$ cat src/rtl/alu_share_arb_pkg.sv
// Shared constants and state encoding for the two-port ALU sharing arbiter.
package alu_share_arb_pkg;

   localparam int unsigned WIDTH_DEF = 32;
   localparam int unsigned OPW_DEF   = 2;

   localparam logic [1:0] OP_ADDU = 2'b00;
   localparam logic [1:0] OP_SUBU = 2'b01;
   localparam logic [1:0] OP_OR   = 2'b10;

   typedef enum logic [1:0] {
      S_IDLE = 2'd0,
      S_EXEC = 2'd1,
      S_RESP = 2'd2
   } state_t;

endpackage

$ cat src/rtl/alu_share_arb_rr_pick2.sv
// Two-input round-robin picker: on a tie the requester that did not win last time is chosen.
module rr_pick2
   import alu_share_arb_pkg::*;
(
   input  logic v0,
   input  logic v1,
   input  logic last,
   output logic gnt_valid,
   output logic gnt_id
);

   always_comb begin
      gnt_valid = v0 | v1;
      gnt_id    = 1'b0;
      if (v0 && v1) begin
         gnt_id = ~last;
      end else if (v1) begin
         gnt_id = 1'b1;
      end
   end

endmodule

$ cat src/rtl/alu_share_arb.sv
// Shares one external combinational ALU between two requesters with round-robin arbitration.
// Define ALU_ARB_OVERLAP_EN to accept the next request in the cycle a response is taken.
module alu_share_arb
   import alu_share_arb_pkg::*;
#(
   parameter int unsigned WIDTH = WIDTH_DEF,
   parameter int unsigned OPW   = OPW_DEF
) (
   input  logic             clk,
   input  logic             reset,
   input  logic             req0_valid,
   output logic             req0_ready,
   input  logic [WIDTH-1:0] req0_a,
   input  logic [WIDTH-1:0] req0_b,
   input  logic [OPW-1:0]   req0_op,
   input  logic             req1_valid,
   output logic             req1_ready,
   input  logic [WIDTH-1:0] req1_a,
   input  logic [WIDTH-1:0] req1_b,
   input  logic [OPW-1:0]   req1_op,
   output logic [WIDTH-1:0] alu_a,
   output logic [WIDTH-1:0] alu_b,
   output logic [OPW-1:0]   alu_ctr,
   input  logic [WIDTH-1:0] alu_out,
   input  logic             alu_zero,
   output logic             rsp_valid,
   input  logic             rsp_ready,
   output logic             rsp_id,
   output logic [WIDTH-1:0] rsp_result,
   output logic             rsp_zero
);

   state_t           state;
   logic             last_grant;
   logic [WIDTH-1:0] op_a;
   logic [WIDTH-1:0] op_b;
   logic [OPW-1:0]   op_ctr;
   logic             op_id;
   logic [WIDTH-1:0] res;
   logic             zero;

   logic             gnt_valid;
   logic             gnt_id;
   logic             arb_open;
   logic             accept;

   rr_pick2 u_pick (
      .v0        (req0_valid),
      .v1        (req1_valid),
      .last      (last_grant),
      .gnt_valid (gnt_valid),
      .gnt_id    (gnt_id)
   );

`ifdef ALU_ARB_OVERLAP_EN
   assign arb_open = (state == S_IDLE) || ((state == S_RESP) && rsp_ready);
`else
   assign arb_open = (state == S_IDLE);
`endif

   assign req0_ready = arb_open && gnt_valid && !gnt_id;
   assign req1_ready = arb_open && gnt_valid && gnt_id;
   // A grant always implies the granted valid, so either ready is a handshake.
   assign accept     = req0_ready || req1_ready;

   assign alu_a      = op_a;
   assign alu_b      = op_b;
   assign alu_ctr    = op_ctr;
   assign rsp_id     = op_id;
   assign rsp_result = res;
   assign rsp_zero   = zero;

   always_ff @(posedge clk) begin
      if (reset) begin
         state      <= S_IDLE;
         last_grant <= 1'b1;
         op_a       <= '0;
         op_b       <= '0;
         op_ctr     <= '0;
         op_id      <= 1'b0;
         res        <= '0;
         zero       <= 1'b0;
         rsp_valid  <= 1'b0;
      end else begin
         if (accept) begin
            op_a       <= gnt_id ? req1_a : req0_a;
            op_b       <= gnt_id ? req1_b : req0_b;
            op_ctr     <= gnt_id ? req1_op : req0_op;
            op_id      <= gnt_id;
            last_grant <= gnt_id;
         end
         case (state)
            S_IDLE: begin
               if (accept) begin
                  state <= S_EXEC;
               end
            end
            S_EXEC: begin
               res       <= alu_out;
               zero      <= alu_zero;
               rsp_valid <= 1'b1;
               state     <= S_RESP;
            end
            S_RESP: begin
               if (rsp_ready) begin
                  rsp_valid <= 1'b0;
                  state     <= accept ? S_EXEC : S_IDLE;
               end
            end
            default: begin
               state     <= S_IDLE;
               rsp_valid <= 1'b0;
            end
         endcase
      end
   end

endmodule

$ cat config.mk
export PLATFORM = sky130hd
export DESIGN_NAME = alu_share_arb
export DESIGN_NICKNAME = d
export VERILOG_FILES = /design/src/rtl/alu_share_arb_pkg.sv /design/src/rtl/alu_share_arb_rr_pick2.sv /design/src/rtl/alu_share_arb.sv
export SDC_FILE = /design/constraint.sdc
export NUM_CORES = 1
export LEC_CHECK = 0
export CORE_MARGIN = 3
export CORE_UTILIZATION = 40
export DETAILED_ROUTE_END_ITERATION = 12
export PLACE_DENSITY_LB_ADDON = 0.12
export SYNTH_ARGS = -nofsm -noshare
export SYNTH_HDL_FRONTEND = slang
export SYNTH_SLANG_ARGS = --single-unit
$ cat constraint.sdc
create_clock -name clk -period 3.29 [get_ports clk]
set_clock_uncertainty 0.2 [all_clocks]
set_input_delay 0.658 -clock clk [delete_from_list [all_inputs] [get_ports clk]]
set_output_delay 0.658 -clock clk [all_outputs]
set_load 0.02 [all_outputs]
==> run summary, run 1 <==
The design draws 3.18 mW. The worst setup path is captured at an output pin. Across the run, the number of max-cap violations was 0. For the clock network latency to the later pin of the worst-skew pair, the log shows 0.36 ns. Dividing the detail-routed via count by the number of cells gives 5.60. Cells with a size suffix above 1 make up 4.20% of the layout. The biggest area contributor in the post-synthesis netlist is dfxtp_1. For this design the ratio of total power to cell area is 441 mW/mm2. The worst-case IR drop observed on VDD is 0.203 mV.

Headroom to the max-slew limit came out at 22.7%. For the final setup slack of the worst path, the log shows 0.175 ns. For this design, the slowest cell found on the critical path is clkdlybuf4s50_1. The number of routed nets with antenna violations is 0.

Sorting the synthesized cells by area gives the leading types as dfxtp_1 48%, nand3_1 15%, a31oi_1 9.5%, nand2_1 5.8%, o21ai_0 5.4%. The class of the tightest hold or removal check was flop to flop. Clock-pin slew was measured on the worst setup and hold paths at 0.09 ns.

The run gives 0 as the count of yosys warnings during synthesis. The clock passes through at most 2 buffers. The number of max-slew violations in the final report was 0; the post-placement worst setup slack was 0.176 ns.

The first-pass GRT wire length was 24600 um. The first-pass detailed-route iteration total was 5; the routed wire length was 16600 um. At the end of the flow the core is filled with cells to 69.0%. For the pin with the worst max-slew slack, the measured transition is 1.16 ns.

The top cell type's share of synthesized area is 47.9%, and the number of nets in the layout is 951. The initial antenna violation count was 0; the maximum fanout count along the critical path was 3. Counting every instance in the synthesized netlist gives 552. Yosys mapped the design onto 23 distinct sky130hd cell types. For the final total negative setup slack, the log shows 0 ns.

For the count of buffers added by post-CTS timing repair for setup, the log shows 0. The number of gates resized after CTS was 0. The number of global-route vias before repair is 4913, and the detailed-route wire length per cell is 18.0 um.

STA puts the critical path data arrival time at 2.26 ns. The critical path class is input port to output pin. Setup violations remaining at the end of the flow were counted as 0.

Walking the worst path, the cells encountered are clkdlybuf4s50_1 > a21boi_4 > nand2_1 > inv_1 > clkdlybuf4s50_1. The total nets after synthesis was 722. Clock tree synthesis inserted a total of 9 buffers. For the count of routing violations after the opening detailed-route iteration, the log shows 359. The cell area that synthesis handed to floorplanning was 0.00434 mm2. Leaving out fill and tap cells, the most frequent cell in the layout is clkdlybuf4s50_1. The run finished with clean final reports.

Buffers placed on the I/O ports in this run total 272. After floorplanning, the core was divided into 37 placement rows. For this run, the top clock speed supported by timing is 321 MHz.

The total count of hold-check failures in the final report was 0. STA classifies the critical path startpoint as an input port. Of the available clock period, the critical path in the final layout requires 94.7%.

Entering global routing, the biggest net connects 105 pins. For this configuration, the core starts out at a cell density of 41.5%. 273 I/O pins were placed. Leaving out fill and tap cells, the most frequent cells in the layout are 271 x clkdlybuf4s50_1, 132 x nand3_1, 104 x dfxtp_1, 67 x nand2_1, 66 x a31oi_1. The delay contributed by the slowest stage of the critical path is 0.62 ns, and the vertical die dimension is 110 um.

The H-tree was split into 3 levels. The final routed DRC violation total was 0. The total congestion overflow after global routing was 0. On the critical path the largest part of the delay comes from buffers and inverters. The clock net in this run drives a total of 104 sinks. The worst path buffer plus inverter count is 3. The area of the placeable core was 0.0105 mm2; the mean cell area of the mapped netlist was 7.87 um2.

TritonCTS built the clock tree. The synthesized design contains 104 register bits. The area growth from synthesis to layout is 66.1%. The cell sitting at the root of the clock tree is a clkbuf_8. The die is 110 um wide. The tools report the final estimated routing congestion in global placement as 0.751. Setup repair after global routing left no endpoint under its margin. The tools report the total number of vias as 5160. The overall track demand over capacity in global routing was 25.8%. Among the stages of the critical path, the cell type that occurs most often is clkdlybuf4s50_1. The data required time of the worst path is 2.43 ns, and the diode insertion count for antenna repair is 0. For this run, the register share of the synthesized area comes to 47.9%. Hold repair after CTS inserted 0 buffers.

The HPWL after detailed placement is 11200 um, and the leakage dissipation is 2.46 nW. The routed design could run at a clock period as short as 3.12 ns. The die area is 0.0121 mm2.
[state kept, by name, summed over array words and instances (netlist names)]
name        count
alu_a          32
alu_b          32
alu_ctr         2
last_grant      1
rsp_id          1
rsp_result     32
rsp_valid       1
rsp_zero        1
state           2
[tightest hold or removal path: stages (launching register included)]
cell	delay [ns]
dfxtp_1	0.32
nand2_1	0.05
a21oi_1	0.05
[Yosys cell counts]
| master | number |
|---|---|
| nor2_1 | 3 |
| nand2_1 | 67 |
| a21oi_1 | 35 |
| nor2b_1 | 2 |
| clkbuf_2 | 5 |
| nor3_1 | 2 |
| nor2_2 | 2 |
| dfxtp_1 | 104 |
| clkbuf_1 | 28 |
| nand3b_1 | 1 |
| a21boi_2 | 1 |
| nand3_1 | 132 |
| and3_1 | 1 |
| buf_6 | 3 |
| o21ai_0 | 47 |
| inv_1 | 1 |
| nand2b_1 | 2 |
| a31oi_1 | 66 |
| or2_1 | 1 |
| o21ai_1 | 21 |
| buf_4 | 6 |
| nor3b_2 | 1 |
| buf_2 | 21 |
[kinds of logic after synthesis]
kind of cell,share of synthesized area (%)
AOI/OAI and AO/OA,21.6
buffers and inverters,7.32
DFF,47.9
and+or+nand+nor,23.1
[metrics by stage]
step	instance area [um2]	hold WS, ns	cells
final	7210	0.256	922
after global routing	7210	0.274	922
after CTS	7210	0.259	922
after detailed placement	7030	0.245	906
after global placement	7030	0.242	906
after floorplan	4340	0.287	552
[final cells by class]
cell class              instances  area (um2)
fillers                       882        3250
repair buffers                281        2800
flip-flops and latches        104        2080
multi-input cells             384        1970
well taps                     136         170
clock buffers                   9         124
clock inverters                 7        62.6
inverters                       1        3.75
[where the power goes]
group / leakage [nW] / internal, mW / total [mW] / switching [mW]
registers: 0.854 / 1.37 / 1.43 / 0.0586
logic: 1.51 / 0.469 / 0.967 / 0.498
clock network: 0.0985 / 0.346 / 0.789 / 0.443
total: 2.46 / 2.18 / 3.18 / 1.00
[worst paths after layout]
| kind | start | end | slack [ns] | depth (start not counted) |
|---|---|---|---|---|
| max | req1_valid | req1_ready | 0.17 | 5 |
| min | rsp_result[4] | rsp_result[4] | 0.26 | 2 |
| max reg2reg | state[1] | alu_a[23] | 1.17 | 4 |
| min reg2reg | rsp_result[4] | rsp_result[4] | 0.26 | 2 |
[per-layer routing]
metal	part of all wire [%]	vias up	GRT usage, %	wire, um
met4	3.5	0	11.6	581
met3	10	43	8.04	1670
met2	49	247	44.4	8190
met1	37	2436	29.3	6190
li1	-	2434	-	-
met5	0	-	0	0
Note: power is estimated with default switching activity, not from simulation.
==> run 2: changes to the inputs <==
- CORE_UTILIZATION: 40 -> 41
- CTS_BUF_LIST: default -> sky130_fd_sc_hd__clkbuf_8
- TNS_END_PERCENT: default -> 30
==> run 2 against run 1 <==
Combinational power about the same; via count about the same; highest routed layer unchanged; largest cell class unchanged; sequential cell count did not move.
==> run summary, run 2 (synthesis results as in run 1) <==
The first TritonRoute pass finished after 5 iterations. Maximum fanout count along the critical path: 3. Across all layers, the routed design uses 5157 vias. Worst-case hold path end point: rsp_result[9].

The fraction of layout instances using a drive strength above 1 works out to 4.44%. The number of max-slew violations in the final report was 0; the vertical die dimension was 109 um. The worst path in the final design needs a cycle of 3.09 ns, including I/O delays and setup.

Setup repair after global routing left no endpoint under its margin. The leakage dissipation came out at 2.49 nW. Net switching is 30.3% of the power. The initial antenna violation count was 0; the initial cell density of the core was 43.2%. Summed over all layers, the global routing overflow is 0. The depth of the CTS H-tree was 3; the detailed-route wire length per cell was 17.9 um.

The worst setup path is of the input port to output pin kind. The final total negative setup slack is 0 ns, and the HPWL after detailed placement is 11600 um. The run gives 104 as the number of sinks handled by clock tree synthesis.

The tools report the start point of the worst hold path as rsp_result[9]. The logs give 4923 for the number of global-route vias before repair and 2.24 ns for the arrival time reported for the critical path endpoint. The ratio of final minimum period to clock period is 94.0%, and the worst hold slack is 0.258 ns. Setup violations remaining at the end of the flow were counted as 0. For the die area, the log shows 0.0119 mm2. In this run the critical register-to-register path is launched from state[1]. The transition time at the pin with the least slew margin is 0.747 ns. The tools report the endpoint type of the worst setup path as an output pin. Maximum buffer depth of the clock tree: 2. The flow ran to the end, and the final reports show no timing, DRC or antenna violations. The core region is 0.0100 mm2. Max-cap violations in this run came to 0. The horizontal extent of the die is 109 um, and the sum of internal, switching and leakage power is 3.24 mW. The initialized floorplan defines 36 standard-cell rows.

The tools report the quantity of hold-fixing buffers added after cts as 0. The root buffer cell chosen for the clock tree is clkbuf_8. The leading cell type in the layout, fill and taps excluded was clkdlybuf4s50_1.

The logs give 1.25 ns for the reg-to-reg setup timing slack and 2.43 ns for the data required time of the worst path. Using the TritonRoute via totals, the vias-per-cell ratio works out to 5.60. Across every metal layer, demand over resource in global routing totals 26.8%.

The clock transition at the register clock pins on the worst setup and hold paths after CTS was 0.10 ns; the count of buffers inserted at the top-level ports was 272. Internal power comes to 2.26 mW. Combinational cells account for 29.9% of the total power. Along the worst hold path, the cell count comes to 2. 0 antenna diodes ended up in the layout.

The power density of the placed cells was 446 mW/mm2. TritonCTS built the clock tree. The number of gates resized after CTS came out at 0. The logs give 0.239 mV for the worst supply voltage drop on vdd and 9 for the number of buffers created by CTS. The run gives 25200 um as the first-pass GRT wire length.

The post-synthesis to final-layout area growth is 67.4%. The total count of hold-check failures in the final report came out at 0. Measured in cells, the most critical reg-to-reg path has a length of 4. The final layout contains 953 nets. Entering global routing, the biggest net connects 67 pins.

Buffers added to address setup during post-CTS repair amount to 0. The number of routed nets with antenna violations came out at 0. The end of the worst register-to-register path was alu_a[15].

The final estimated routing congestion in global placement was 0.876. For this run, the top clock speed supported by timing is 323 MHz. The type of element launching the critical path was an input port. Clock latency on the worst-skew pair, taken at its later pin, is 0.35 ns. The class of the tightest hold or removal check was flop to flop.

273 I/O pins were placed. The tools report the worst relative slew slack as 50.2%. For this run, design rule violations remaining after detail routing come to 0. The power share of the sequential group was 44.1%. The routed wire length came out at 16500 um. In the layout the commonest cells are 271 x clkdlybuf4s50_1, 132 x nand3_1, 104 x dfxtp_1, 67 x nand2_1, 66 x a31oi_1. The analysis attributes to net switching a power of 0.981 mW. The share of total power dissipated in the clock network is 26.0%. The run gives 370 as the count of routing violations after the opening detailed-route iteration.
[run 2: cell count changes in the layout (fill, tap and decap cells not counted), sizes merged]
cell and delta:
clkbuf +3, clkinv -3, buf +2
[run 2: worst max path at each step]
| stage | start | end | slack, ns | depth (start not counted) |
|---|---|---|---|---|
| floorplan | req1_valid | req1_ready | 1.02 | 5 |
| global placement | req1_valid | req1_ready | 0.26 | 5 |
| detailed placement | req1_valid | req1_ready | 0.20 | 5 |
| CTS | req1_valid | req1_ready | 0.19 | 5 |
| global route | req1_valid | req1_ready | 0.13 | 5 |
| finish | req1_valid | req1_ready | 0.20 | 5 |
[run 2: critical path, cell delays in order]
cell	delay, ns
clkdlybuf4s50_1	0.58
a21boi_4	0.23
nand2_1	0.10
inv_1	0.06
clkdlybuf4s50_1	0.60
[run 2: metal layers]
metal / track usage, % / wire, um / vias to the layer above
met5: 0 / 0 / -
met1: 30.7 / 5960 / 2390
li1: - / - / 2436
met3: 8.70 / 1680 / 53
met4: 13.2 / 778 / 0
met2: 45.0 / 8090 / 278
[run 2: per-stage QoR]
| step | cell area [um2] | worst slack [ns] | cells | util (%) |
|---|---|---|---|---|
| floorplan | 4340 | 1.02 | 552 | - |
| global placement | 7050 | 0.263 | 905 | 70.2 |
| detailed placement | 7050 | 0.201 | 905 | 70.2 |
| CTS | 7270 | 0.195 | 921 | 72.4 |
| global route | 7270 | 0.135 | 921 | 72.4 |
| finish | 7270 | 0.197 | 921 | 72.4 |
[run 2: cell type report]
type | instances | area, um2
multi-input cells | 384 | 1970
repair buffers | 283 | 2830
clock buffers | 12 | 165
well taps | 133 | 166
flip-flops and latches | 104 | 2080
clock inverters | 4 | 51.3
fillers | 788 | 2780
inverters | 1 | 3.75
[run 2: power groups by stage]
stage	combinational [mW]	clock, mW	sequential (mW)
after CTS	0.972	0.858	1.43
after global placement	0.954	0	1.45
after floorplan	0.341	0	1.58
final	0.967	0.842	1.43
after global routing	1.03	0.915	1.44
after detailed placement	0.967	0	1.46
==> run 3: changes to the inputs <==
- ABC_AREA: default -> 1
- CORE_UTILIZATION: 41 -> 42
- PLACE_DENSITY: default -> 0.95
- PLACE_DENSITY_LB_ADDON: 0.12 -> default
==> run 3 against run 2 <==
Power increased by 3.2%; synthesized cell count increased by 22%; sequential share of layout area decreased by 0.60 points; hold slack improved by 0.0095 ns; first-iteration DRC count decreased by 26%; largest cell class unchanged.
==> run summary, run 3 <==
The run finished with clean final reports. For this design the ratio of total power to cell area is 450 mW/mm2. The initial utilization of the core area, before any placement, comes to 43.4%. Initial antenna violation count: 0. Entering global routing, the biggest net connects 70 pins. The logs give 4626 for the number of global-route vias before repair and 0 for the final-report setup violation count.

Setup slack on the worst reg-to-reg path comes out at 1.35 ns. Static timing analysis puts the maximum clock frequency at 332 MHz. The kind of cell with the highest combined delay along the critical path is buffers and inverters.

The ratio of final minimum period to clock period was 91.6%. The run gives 0.316 mV as the worst supply voltage drop on vdd. The dominant register cell in the synthesized netlist was dfxtp_1. In this run the deepest clock path goes through 2 buffers.

The depth of the CTS H-tree was 3; the max-cap violation count was 0. Yosys printed 0 warnings. The maximum fanout count along the critical path is 2. Dividing the synthesized area by the synthesized cell count gives 6.69 um2. The critical path goes through clkdlybuf4s50_1 > nand2_2 > nand2_2 > inv_1 > nor2_1 > clkdlybuf4s50_1.

The number of unique standard cell types used by synthesis is 16. Before CTS, the worst setup slack after placement is 0.261 ns. The clock network latency to the later pin of the worst-skew pair is 0.35 ns, and the post-synthesis to final-layout area growth is 64.1%.

The worst pin sits at a relative slew slack of 44.1%. STA classifies the critical path endpoint as an output pin. The I/O pin total came out at 273. Clock-pin slew was measured on the worst setup and hold paths at 0.10 ns. At the worst endpoint, the arrival time is 2.16 ns. The share of total power dissipated in the clock network is 25.8%. TritonCTS built the clock tree. Once the clock tree was built, the setup fixing pass inserted 0 buffers. The critical path is of the input port to output pin type. For this design the static power due to leakage is 3.14 nW. The synthesized instance count is 676. At the end of routability-driven placement, the weighted congestion stood at 0.837. The share of the Yosys chip area taken by registers is 46.0%. For the pin with the worst max-slew slack, the measured transition is 0.838 ns.

The horizontal extent of the die is 110 um, and the number of buffers created by CTS is 9. The worst hold path cell count is 2. The run gives 0 as the number of max-slew violations in the final report. The number of sinks handled by clock tree synthesis was 104; the final total negative setup slack was 0 ns.

Type of element launching the critical path: an input port. The most used standard cell by instance count after synthesis was nand2_1. For this design, the CTS-stage hold fixing added 0 buffers. At the worst endpoint, the required time is 2.43 ns. For this run, design rule violations remaining after detail routing come to 0. The synthesized design contains 0 enable-type register cells.

The vias per cell was 4.93. The post-route netlist has 3.38% of its cells at a drive strength greater than 1. The critical path's slowest cell was clkdlybuf4s50_1. The count of nets left with antenna violations once routing finished came out at 0. The start of the worst register-to-register path is state[1]. The worst-case reg-to-reg path depth is 6.

Setup repair after global routing left no endpoint under its margin. The worst hold path terminates at alu_a[15]. Net switching is 32.5% of the power. For this block, the via count after detailed routing is 5191. Summed over all nets, the half-perimeter wirelength after detailed placement is 10800 um. The total count of hold-check failures in the final report is 0.

Summing every instance area after synthesis gives 0.00452 mm2. After detailed routing, the average wire length per cell comes to 14.5 um. Count of routing violations after the opening detailed-route iteration: 274. The cell taking the most area after synthesis is dfxtp_1. The top cell types in the final layout, fill and taps aside, are 270 x clkdlybuf4s50_1, 268 x nand2_1, 104 x dfxtp_1, 69 x nor2_1, 69 x a21oi_1. The share of total power dissipated in sequential elements is 43.2%. 0 antenna diodes ended up in the layout. The worst path meets setup with 0.277 ns of slack. The total congestion overflow after global routing is 0. The filler cells instantiated in the layout total 819.

The total nets after synthesis was 846. In this run the clock root is driven by a clkbuf_8. The internal portion of the total power is 2.25 mW. After synthesis, the most frequently instantiated cells are 270 x nand2_1, 104 x dfxtp_1, 69 x a21oi_1, 69 x nor2_1, 67 x nand3_1.

For this run, asynchronously set or reset flops after synthesis account for 0%. Buffers placed on the I/O ports in this run total 272. The tools report the area of the placeable core as 0.0104 mm2. In the global route stage, overall resource usage came out at 23.5%.

After floorplanning, the core was divided into 37 placement rows. The vertical die dimension was 110 um; the delay contributed by the slowest stage of the critical path was 0.64 ns. The top cell type's share of synthesized area is 46.0%. The startpoint identified for the worst hold timing path is alu_a[15].

The net count of the finished layout is 1083. The library cell used most frequently in the layout, excluding fill and tap cells, is clkdlybuf4s50_1. The number of gates resized after CTS was 0. Combinational cells account for 31.0% of the total power. Worst path buffer plus inverter count: 3.

The net switching component of the power is 1.09 mW, and the routed wire length is 15300 um. In this run the critical register-to-register path is captured at alu_b[22]. The first-pass detailed-route iteration total is 5. Yosys attributes the largest share of cell area to dfxtp_1 46%, nand2_1 22%, a21oi_1 7.6%, nand3_1 7.4%, nor2_1 5.7%. The die covers 0.0121 mm2.

The class of the tightest hold or removal check was flop to flop. Synthesis inferred 104 register bits. After layout, the minimum clock period comes to 3.01 ns.

The tools report the first-pass GRT wire length as 22600 um.
run 3: cell count changes after synthesis, sizes merged, moves of 2 or more:
cell / previous run / this run
a31oi: 66 / 0
o21ai: 68 / 35
nand2: 67 / 270
clkbuf: 33 / 21
nor3: 2 / 0
nand2b: 2 / 0
buf: 30 / 32
a21oi: 35 / 69
nand3: 132 / 67
nor2b: 2 / 0
inv: 1 / 6
nor2: 5 / 71
run 3: how the worst max path moves through the flow:
stage                     from    endpoint  slack, ns  cells past startpoint
CTS                 req0_valid  req0_ready       0.25                      6
global route        req0_valid  req0_ready       0.21                      6
global placement    req0_valid  req0_ready       0.27                      6
floorplan           req1_valid  req0_ready       0.90                      6
finish              req0_valid  req0_ready       0.28                      6
detailed placement  req0_valid  req0_ready       0.26                      6
run 3: cell families (layout without fill, tap and decap cells):
logic type | after synthesis | in the layout | synth area share [%]
DFF | 104 | 104 | 46.0
and+or+nand+nor | 408 | 408 | 35.9
AOI/OAI and AO/OA | 104 | 104 | 11.6
buffers and inverters | 60 | 302 | 6.45
run 3: per-stage QoR:
stage	power [mW]	std cells	instance area, um2	hold slack, ns	util [%]
2_1_floorplan	1.99	676	4520	0.229	-
3_3_place_gp	2.49	1038	7210	0.251	69.2
3_5_place_dp	2.51	1038	7210	0.254	69.2
4_1_cts	3.37	1054	7420	0.270	71.3
5_1_grt	3.53	1054	7420	0.287	71.3
6_report	3.34	1054	7420	0.268	71.3
run 3: worst min-delay path, cell delays in order, from the launching register on:
cell and delay, ns:
dfxtp_1 0.32, nand2_1 0.06, a21oi_1 0.05
run 3: layer usage:
layer / share of wire (%) / vias to the layer above / GRT usage [%]
li1: - / 2626 / -
met1: 38 / 2329 / 26.8
met2: 50 / 202 / 41.8
met3: 9.3 / 34 / 7.11
met4: 2.6 / 0 / 7.84
met5: 0 / - / 0
run 3: layout make-up:
cell class                 instances  area [um2]  area share, %
sequential                       104        2080           28.0
multi-input combinational        512        2160           29.1
inverter                           7        26.3          0.354
clock buffer                       9         124           1.67
clock inverter                     7        95.1           1.28
tap                              136         170           2.29
timing repair buffer             279        2770           37.2
run 3: power groups by stage:
stage | registers [mW] | clock network [mW] | logic (mW)
floorplan | 1.61 | 0 | 0.375
global placement | 1.46 | 0 | 1.03
detailed placement | 1.47 | 0 | 1.04
CTS | 1.44 | 0.884 | 1.05
global route | 1.46 | 0.937 | 1.13
finish | 1.44 | 0.863 | 1.04
